===== src/rtl/alu_writeback.sv =====
// ALU retire stage: in-order result queue, register-file write arbitration,
// in-order status commit, branch condition evaluation and pending-write mask.
module alu_writeback #(
    parameter int DEPTH  = 2,
    parameter int REG_AW = 3,
    parameter int CNT_W  = 16
) (
    input  logic                   clk,
    input  logic                   rst_n,
    input  logic                   in_valid,
    output logic                   in_ready,
    input  logic [7:0]             in_result,
    input  logic [3:0]             in_flags,
    input  logic [REG_AW-1:0]      in_rd,
    input  logic                   in_wr_en,
    input  logic                   in_flag_en,
    output logic                   rf_we,
    output logic [REG_AW-1:0]      rf_waddr,
    output logic [7:0]             rf_wdata,
    input  logic                   rf_grant,
    output logic [3:0]             status,
    output logic                   flags_busy,
    input  logic [3:0]             cond_sel,
    output logic                   cond_true,
    output logic [2**REG_AW-1:0]   pending_mask,
    output logic [CNT_W-1:0]       retire_cnt
);

    localparam int PW = $clog2(DEPTH);
    localparam int CW = $clog2(DEPTH + 1);

    // Entry payload; only meaningful where valid_q is set.
    logic [7:0]        data_q [DEPTH];
    logic [3:0]        flg_q  [DEPTH];
    logic [REG_AW-1:0] rd_q   [DEPTH];
    logic [DEPTH-1:0]  wr_q;
    logic [DEPTH-1:0]  fe_q;

    logic [DEPTH-1:0]  valid_q, valid_d;
    logic [PW-1:0]     head_q, head_d, tail_q, tail_d;
    logic [CW-1:0]     count_q, count_d;
    logic [3:0]        status_q, status_d;
    logic [CNT_W-1:0]  retire_cnt_q, retire_cnt_d;

    logic empty, push, retire;

    assign empty    = (count_q == '0);
    assign in_ready = (count_q < CW'(DEPTH));
    assign push     = in_valid && in_ready;
    assign rf_we    = !empty && wr_q[head_q];
    assign rf_waddr = rd_q[head_q];
    assign rf_wdata = data_q[head_q];
    // A writing head waits for the port; a non-writing head leaves at once.
    assign retire   = !empty && (!wr_q[head_q] || rf_grant);

    assign status     = status_q;
    assign retire_cnt = retire_cnt_q;

    // Capture the pushed entry at the tail slot.
    always_ff @(posedge clk) begin
        if (push) begin
            data_q[tail_q] <= in_result;
            flg_q[tail_q]  <= in_flags;
            rd_q[tail_q]   <= in_rd;
            wr_q[tail_q]   <= in_wr_en;
            fe_q[tail_q]   <= in_flag_en;
        end
    end

    // Next-state for pointers, occupancy, status and retire counter.
    always_comb begin
        head_d       = head_q;
        tail_d       = tail_q;
        count_d      = count_q;
        valid_d      = valid_q;
        status_d     = status_q;
        retire_cnt_d = retire_cnt_q;
        if (retire) begin
            valid_d[head_q] = 1'b0;
            head_d          = (head_q == PW'(DEPTH - 1)) ? '0 : head_q + 1'b1;
            retire_cnt_d    = retire_cnt_q + 1'b1;
            if (fe_q[head_q]) status_d = flg_q[head_q];
        end
        if (push) begin
            valid_d[tail_q] = 1'b1;
            tail_d          = (tail_q == PW'(DEPTH - 1)) ? '0 : tail_q + 1'b1;
        end
        case ({push, retire})
            2'b10:   count_d = count_q + 1'b1;
            2'b01:   count_d = count_q - 1'b1;
            default: count_d = count_q;
        endcase
    end

    // State registers with asynchronous clear.
    always_ff @(posedge clk or negedge rst_n) begin
        if (!rst_n) begin
            head_q       <= '0;
            tail_q       <= '0;
            count_q      <= '0;
            valid_q      <= '0;
            status_q     <= '0;
            retire_cnt_q <= '0;
        end else begin
            head_q       <= head_d;
            tail_q       <= tail_d;
            count_q      <= count_d;
            valid_q      <= valid_d;
            status_q     <= status_d;
            retire_cnt_q <= retire_cnt_d;
        end
    end

    // Scoreboard views over every occupied slot, including a retiring head.
    always_comb begin
        pending_mask = '0;
        flags_busy   = 1'b0;
        for (int i = 0; i < DEPTH; i++) begin
            if (valid_q[i] && wr_q[i]) pending_mask[rd_q[i]] = 1'b1;
            if (valid_q[i] && fe_q[i]) flags_busy = 1'b1;
        end
    end

    // Branch conditions on committed flags {N,V,C,Z}.
    always_comb begin
        logic n, v, c, z;
        n = status_q[3];
        v = status_q[2];
        c = status_q[1];
        z = status_q[0];
        cond_true = 1'b0;
        case (cond_sel)
            4'd0:    cond_true = 1'b1;
            4'd1:    cond_true = z;
            4'd2:    cond_true = !z;
            4'd3:    cond_true = c;
            4'd4:    cond_true = !c;
            4'd5:    cond_true = n;
            4'd6:    cond_true = !n;
            4'd7:    cond_true = v;
            4'd8:    cond_true = !v;
            4'd9:    cond_true = (n == v);
            4'd10:   cond_true = (n != v);
            4'd11:   cond_true = !z && (n == v);
            4'd12:   cond_true = z || (n != v);
            default: cond_true = 1'b0;
        endcase
    end

endmodule


===== config.mk =====
export PLATFORM = sky130hd
export DESIGN_NAME = alu_writeback
export DESIGN_NICKNAME = d
export VERILOG_FILES = /design/src/rtl/alu_writeback.sv
export SDC_FILE = /design/constraint.sdc
export NUM_CORES = 1
export LEC_CHECK = 0
export ABC_CLOCK_PERIOD_IN_PS = 2800
export BUFFER_PORTS_ARGS = -buffer_cell sky130_fd_sc_hd__buf_2
export CORE_ASPECT_RATIO = 0.75
export CORE_MARGIN = 2
export CORE_UTILIZATION = 30
export DETAILED_ROUTE_END_ITERATION = 8
export MAX_ROUTING_LAYER = met4
export PLACE_DENSITY_LB_ADDON = 0.2
export SYNTH_ARGS = -nofsm -noshare
export SYNTH_HDL_FRONTEND = slang
export SYNTH_SLANG_ARGS = --single-unit

===== constraint.sdc =====
create_clock -name clk -period 2.8 [get_ports clk]
set_input_delay 0.14 -clock clk [delete_from_list [all_inputs] [get_ports clk]]
set_output_delay 0.14 -clock clk [all_outputs]
set_load 0.02 [all_outputs]

Word level (Yosys, flattened, before mapping)
Memories as Yosys holds them, arrays and structs flattened. A register that Yosys moved wholly into a read port is not among the register bits.
Cells that the tools add are included.

word-level totals
  flip-flop bits (word level) = 26
  bits in latches = 0
  bits in writable memories = 30
  ROM bits = 0
  bits of input ports = 25
  output and inout bits = 43
  word-level logic and storage cells = 95
  memories kept = 3

cells by class
  $add $sub $neg = 5
  multipliers = 0
  divide/modulo/power cells = 0
  order comparisons = 9
  equality and inequality tests = 16
  shift operators = 0
  mux-type cells = 26
  bitwise logic cells = 4
  reduce and logical (&&, ||, !) cells = 25

memories
  name    depth  width  rd ports  clocked after memory_dff  wr ports  RTL line  source
  data_q  2      8      1         0                         1         33        logic [7:0] data_q [DEPTH];
  flg_q   2      4      1         1                         1         34        logic [3:0] flg_q [DEPTH];
  rd_q    2      3      3         0                         1         35        logic [REG_AW-1:0] rd_q [DEPTH];

operator list
  kind                                                        number
  equality test 4 bit, second input constant                  5
  adder 16 x 1 -> 16 bit, second input constant               1
  equality test 4 x 3 -> 1 bit, second input constant         4
  two-way mux 8 bit                                           2
  two-way mux 1 bit                                           14
  case mux 1 bit (13 select lines)                            1
  logical AND 1 bit                                           12
  equality test 4 x 2 -> 1 bit, second input constant         2
  less-than comparator 3 x 4 -> 1 bit, second input constant  2
  OR 8 bit                                                    1
  logical NOT 1 bit                                           7
  demux 1 bit (select 3 bit)                                  2
  >= comparator 3 x 1 -> 1 bit, second input constant         2
  bitwise mux 2 bit                                           2
  equality test 4 x 1 -> 1 bit, second input constant         1
  logical NOT 4 bit                                           1
  less-than comparator 1 x 2 -> 1 bit, second input constant  2
  two-way mux 2 bit                                           2
  case mux 2 bit (2 select lines)                             1
  adder 1 bit, second input constant                          2
  adder 2 x 1 -> 2 bit, second input constant                 1
  AND 2 bit                                                   1
  demux 1 bit (select 1 bit)                                  2
  equality test 2 x 1 -> 1 bit, second input constant         1
  other kinds (12)                                            14

Depth between registers and ports, before layout
  depth after elaboration = 9
  mapped depth = 8
  gate-level depth less buffers = 7

Least setup slack after synthesis
No wires, ideal clock.

  path kind = register to register
  start = register count_q[1]
  end = memory data_q[0][0], enable pin
  library setup time = 0.390 ns
  data arrival time = 1.542 ns
  required time = 2.410 ns
  setup slack = 0.868 ns
  cell stages (with the launch flop) = 4
  path buffers = 0
  clock period less this slack = 1.932 ns
  cell sequence = dfrtp_1 inv_1 nand2_1 nor2_1

between the ends
  cells in the longest elaborated chain, start to end = 4

RTL lines
  element                                  RTL line  source
  start: declaration                       41        logic [CW-1:0] count_q, count_d;
  start signal: assignment                 107       count_q <= count_d;
  less-than comparator 2 bit               48        assign in_ready = (count_q < CW'(DEPTH));
  via in_ready                             11        output logic in_ready,
  logical AND 1 bit                        49        assign push = in_valid && in_ready;
  two-way mux 1 bit                        61        if (push) begin
  two-way mux 1 bit (implied by the code)  62        data_q[tail_q] <= in_result;
  end: declaration                         33

The timed path passes the listed nets, and every way through them passes these cells.

Worst setup path in the final report
  start = register status_q[2] (netlist: status[2]) (read register of flg_q)
  end = output port cond_true

between the ends
  cells in the longest elaborated chain, start to end = 3
  elaborated cells on any way between the ends = 6
  classes of those cells = eq/ne: 2; mux: 1; reduce/logical: 3

RTL lines
  element                                                       RTL line  source
  start: declaration                                            42        logic [3:0] status_q, status_d;
  != test 1 bit / equality test 1 bit (equally long branches)   n/a
  logical OR 1 bit / logical AND 1 bit (equally long branches)  145, 144
  case mux 1 bit (13 select lines) (*)                          132       case (cond_sel)
  end: declaration                                              24        output logic cond_true,

Every way passes the cells marked *; elsewhere a longest branch is shown, timed or not.

==> flow_summary_export.csv <==
group,metric,value,unit
timing,fin_tns_setup,0,ns
worst_setup_path,r2r_cells,6,
timing,post-route-min-period,1.95,ns
clock_network,cts_tree,"done",
placed_design,post-place-ws,1.13,ns
pwr,clockPowerShare,28.6,%
timing,hold_viol_final,0,
placed_design,detailed_place_hpwl,3.78,mm
timing,worstMarginPinSlew,0.603,ns
timing,finalCritPeriodShare,69.8,%
pwr,power-per-cell-area,1040,mW/mm2
detailed_routing,dr.pass1.iters,4,
final_layout,syn_to_final_growth,32.7,%
logic_synthesis,syn_nets,220,
final_layout,multi_input_area,941,um2
flow_run,maxCapViolations,0,
pwr,ir_worst_vdd,396,uV
worst_setup_path,worstSetupPathType,"reg -> out",
worst_setup_path,worst_setup_path_start_kind,"flip-flop",
clock_network,clockBufferDepth,2,
pwr,power.internal,2.38,mW
logic_synthesis,netlist.area_leader.share,38.4,%
timing,skew,0.00669,ns
detailed_routing,routed_wl,5.50,mm
detailed_routing,via_per_inst,4.62,
pwr,pwr-share-seq,37.6,%
timing,slew_viol_final,0,
global_routing,first_global_vias,1786,
timing,slew_headroom,59.8,%
logic_synthesis,synth-edff-count,34,
logic_synthesis,synth.most_common_cell,"edfxtp_1",
logic_synthesis,synth_seq_cells,60,
final_layout,nets,309,
detailed_routing,num_vias,1825,
timing,fin_ws,0.846,ns
logic_synthesis,yosysTopAreaCell,"edfxtp_1",
worst_setup_path,critPathRequiredTime,2.66,ns
timing,max_clock_freq,512,MHz
clock_network,cts_buffers,9,
pwr,p_sw,1.28,mW
global_routing,antenna_found_initial,0,
floorplan,ios,68,
pwr,pwr-share-comb,33.8,%
hold_path,min_to,"rd_q[0][1]",
detailed_routing,ant_nets,0,
global_routing,grt-ovfl-total,0,
floorplan,die_w,113,um
placed_design,port_buffers,67,
clock_network,cts_resized,0,
final_layout,fillers,817,
hold_path,holdPathStages,1,
logic_synthesis,ys_warn_count,0,
global_routing,grt_max_degree,27,
pwr,swShare,35.1,%
logic_synthesis,synth_commonest_cells,"34 x edfxtp_1, 26 x dfrtp_1, 15 x xnor2_1",
floorplan,core-area,0.00853,mm2
final_layout,regArea,0.00167,mm2
worst_setup_path,crit_fanout,6,
hold_path,hold_class,"in -> reg",
floorplan,die_y,85.5,um
pwr,leakage,1.50,nW
worst_setup_path,rrSetupSlack,1.12,ns
clock_network,cts.sinks,60,
clock_network,cts_root_buffer,"clkbuf_16",
clock_network,clkTransAtPathRegs,0.05,ns
global_routing,groute.usage.overall,12.4,%
logic_synthesis,seq_area_frac_synth,62.9,%
detailed_routing,routedWlPerCell,13.9,um
global_routing,grt_pass1_wl,8.90,mm
detailed_routing,drt_iter0_drc,95,
logic_synthesis,netlist-cell-type-count,46,
logic_synthesis,async_reset_ff_share,43.3,%
timing,setup_violations,0,
hold_path,hold_start,"in_rd[1]",
logic_synthesis,synth_area,0.00266,mm2
clock_network,h-tree-depth,3,
clock_network,clkLatencyLatePin,0.32,ns
placed_design,gp_congestion,0.797,
final_layout,drive_gt1_share,36.2,%
logic_synthesis,syn_inst,193,
worst_setup_path,cp.arrival,1.81,ns
worst_setup_path,critPathCaptureType,"output pin",
worst_setup_path,r2r-start,"head_q",
outcome,status,"complete, no violations",
floorplan,dieArea,0.00963,mm2
logic_synthesis,synth_area_per_cell,13.8,um2
floorplan,start_util,31.2,%
timing,rsz0062_at_grt,"false",
final_layout,antennaDiodeCount,0,
floorplan,row_count,29,
logic_synthesis,ys.flop_type,"edfxtp_1",
worst_setup_path,r2r-end,"count_q[1]",
logic_synthesis,netlist_top_cells_area,"edfxtp_1 38%, dfrtp_1 24%, mux2_2 5.1%, xnor2_1 4.9%, xor2_1 2.3%",
detailed_routing,drc_errors,0,
## power groups by stage
stage	Combinational, mW	Clock [mW]	Sequential [mW]
after floorplan	0.810	0	1.45
after global placement	1.24	0	1.39
after detailed placement	1.25	0	1.39
after CTS	1.26	1.07	1.38
after global routing	1.36	1.11	1.41
final	1.24	1.05	1.37
## kinds of logic (layout without fill, tap and decap cells)
kind of cell / Yosys count / count (layout) / synth area share, %
AOI/OAI and AO/OA: 34 / 34 / 9.23
xor gates and xnor gates: 22 / 22 / 7.25
muxes: 18 / 18 / 8.01
DFF: 60 / 60 / 62.9
adders and majority gates: 2 / 2 / 0.942
buffers and inverters: 9 / 103 / 1.74
and+or+nand+nor: 48 / 48 / 9.89
## through the flow
| step | total power, mW | hold WS, ns | std cells | cell area [um2] | utilization [%] |
|---|---|---|---|---|---|
| after floorplan | 2.26 | -0.156 | 193 | 2660 | - |
| after global placement | 2.63 | 0.191 | 368 | 3130 | 36.7 |
| after detailed placement | 2.64 | 0.194 | 368 | 3130 | 36.7 |
| after CTS | 3.72 | 0.0000370 | 394 | 3510 | 41.2 |
| after global routing | 3.88 | 0.00322 | 395 | 3520 | 41.3 |
| final | 3.66 | 0.0118 | 395 | 3520 | 41.3 |
## registers in the layout, indices dropped and copies added (netlist names)
name / cells
data_q: 16
status: 4
retire_cnt: 16
rd_q: 6
tail_q: 1
fe_q: 2
wr_q: 2
flg_q: 8
head_q: 1
valid_q: 2
count_q: 2
## worst max-delay path, stage by stage (launching register included)
cell and delay, ns:
dfrtp_1 0.43, xor2_1 0.17, or3b_1 0.35, a211oi_1 0.23, a311o_1 0.14, buf_2 0.16
## routing by layer
| layer | GRT usage (%) | part of all wire (%) | up-vias | wire length, um |
|---|---|---|---|---|
| li1 | - | - | 912 | - |
| met1 | 16.3 | 48 | 860 | 2640 |
| met2 | 18.1 | 45 | 48 | 2480 |
| met3 | 5.30 | 6.2 | 5 | 340 |
| met4 | 2.66 | 0.75 | 0 | 41 |
| met5 | - | 0 | - | 0 |
## timing repair
action,CTS,global route
hold endpoints to repair,44,1
setup buffers,0,0
hold buffers,10,1
## area by class of cell
class,count,area share (%)
inverter,6,0.710
sequential,60,47.4
multi-input combinational,124,26.7
timing repair buffer,81,13.3
clock inverter,6,1.56
clock buffer,10,6.50
tap,108,3.83
## worst max-delay path by stage
stage | depth (start not counted) | end | startpoint | slack (ns)
6_report | 5 | cond_true | status[2] | 0.85
5_1_grt | 5 | cond_true | status[2] | 0.69
4_1_cts | 5 | cond_true | status[2] | 0.83
3_5_place_dp | 6 | count_q[1] | head_q | 1.13
3_3_place_gp | 6 | count_q[1] | head_q | 1.16
2_1_floorplan | 3 | data_q[0][0] | count_q[1] | 0.87
## layout by cell type (no fill, tap or decap), types with 3 or more instances in the layout
| master | count |
|---|---|
| mux2i_1 | 4 |
| o22ai_1 | 6 |
| a21oi_1 | 5 |
| clkbuf_16 | 9 |
| xor2_1 | 7 |
| dfrtp_1 | 26 |
| xnor2_1 | 15 |
| dlygate4sd3_1 | 11 |
| buf_2 | 67 |
| nor2_1 | 7 |
| edfxtp_1 | 34 |
| a31oi_1 | 4 |
| nand2_1 | 9 |
| nand2b_1 | 4 |
| mux2_2 | 12 |
| nand4_1 | 5 |
| nand3_1 | 6 |
| o21ai_0 | 3 |
| buf_4 | 3 |
| inv_1 | 5 |
| and3_1 | 4 |
Power figures use the tool's default switching activity.
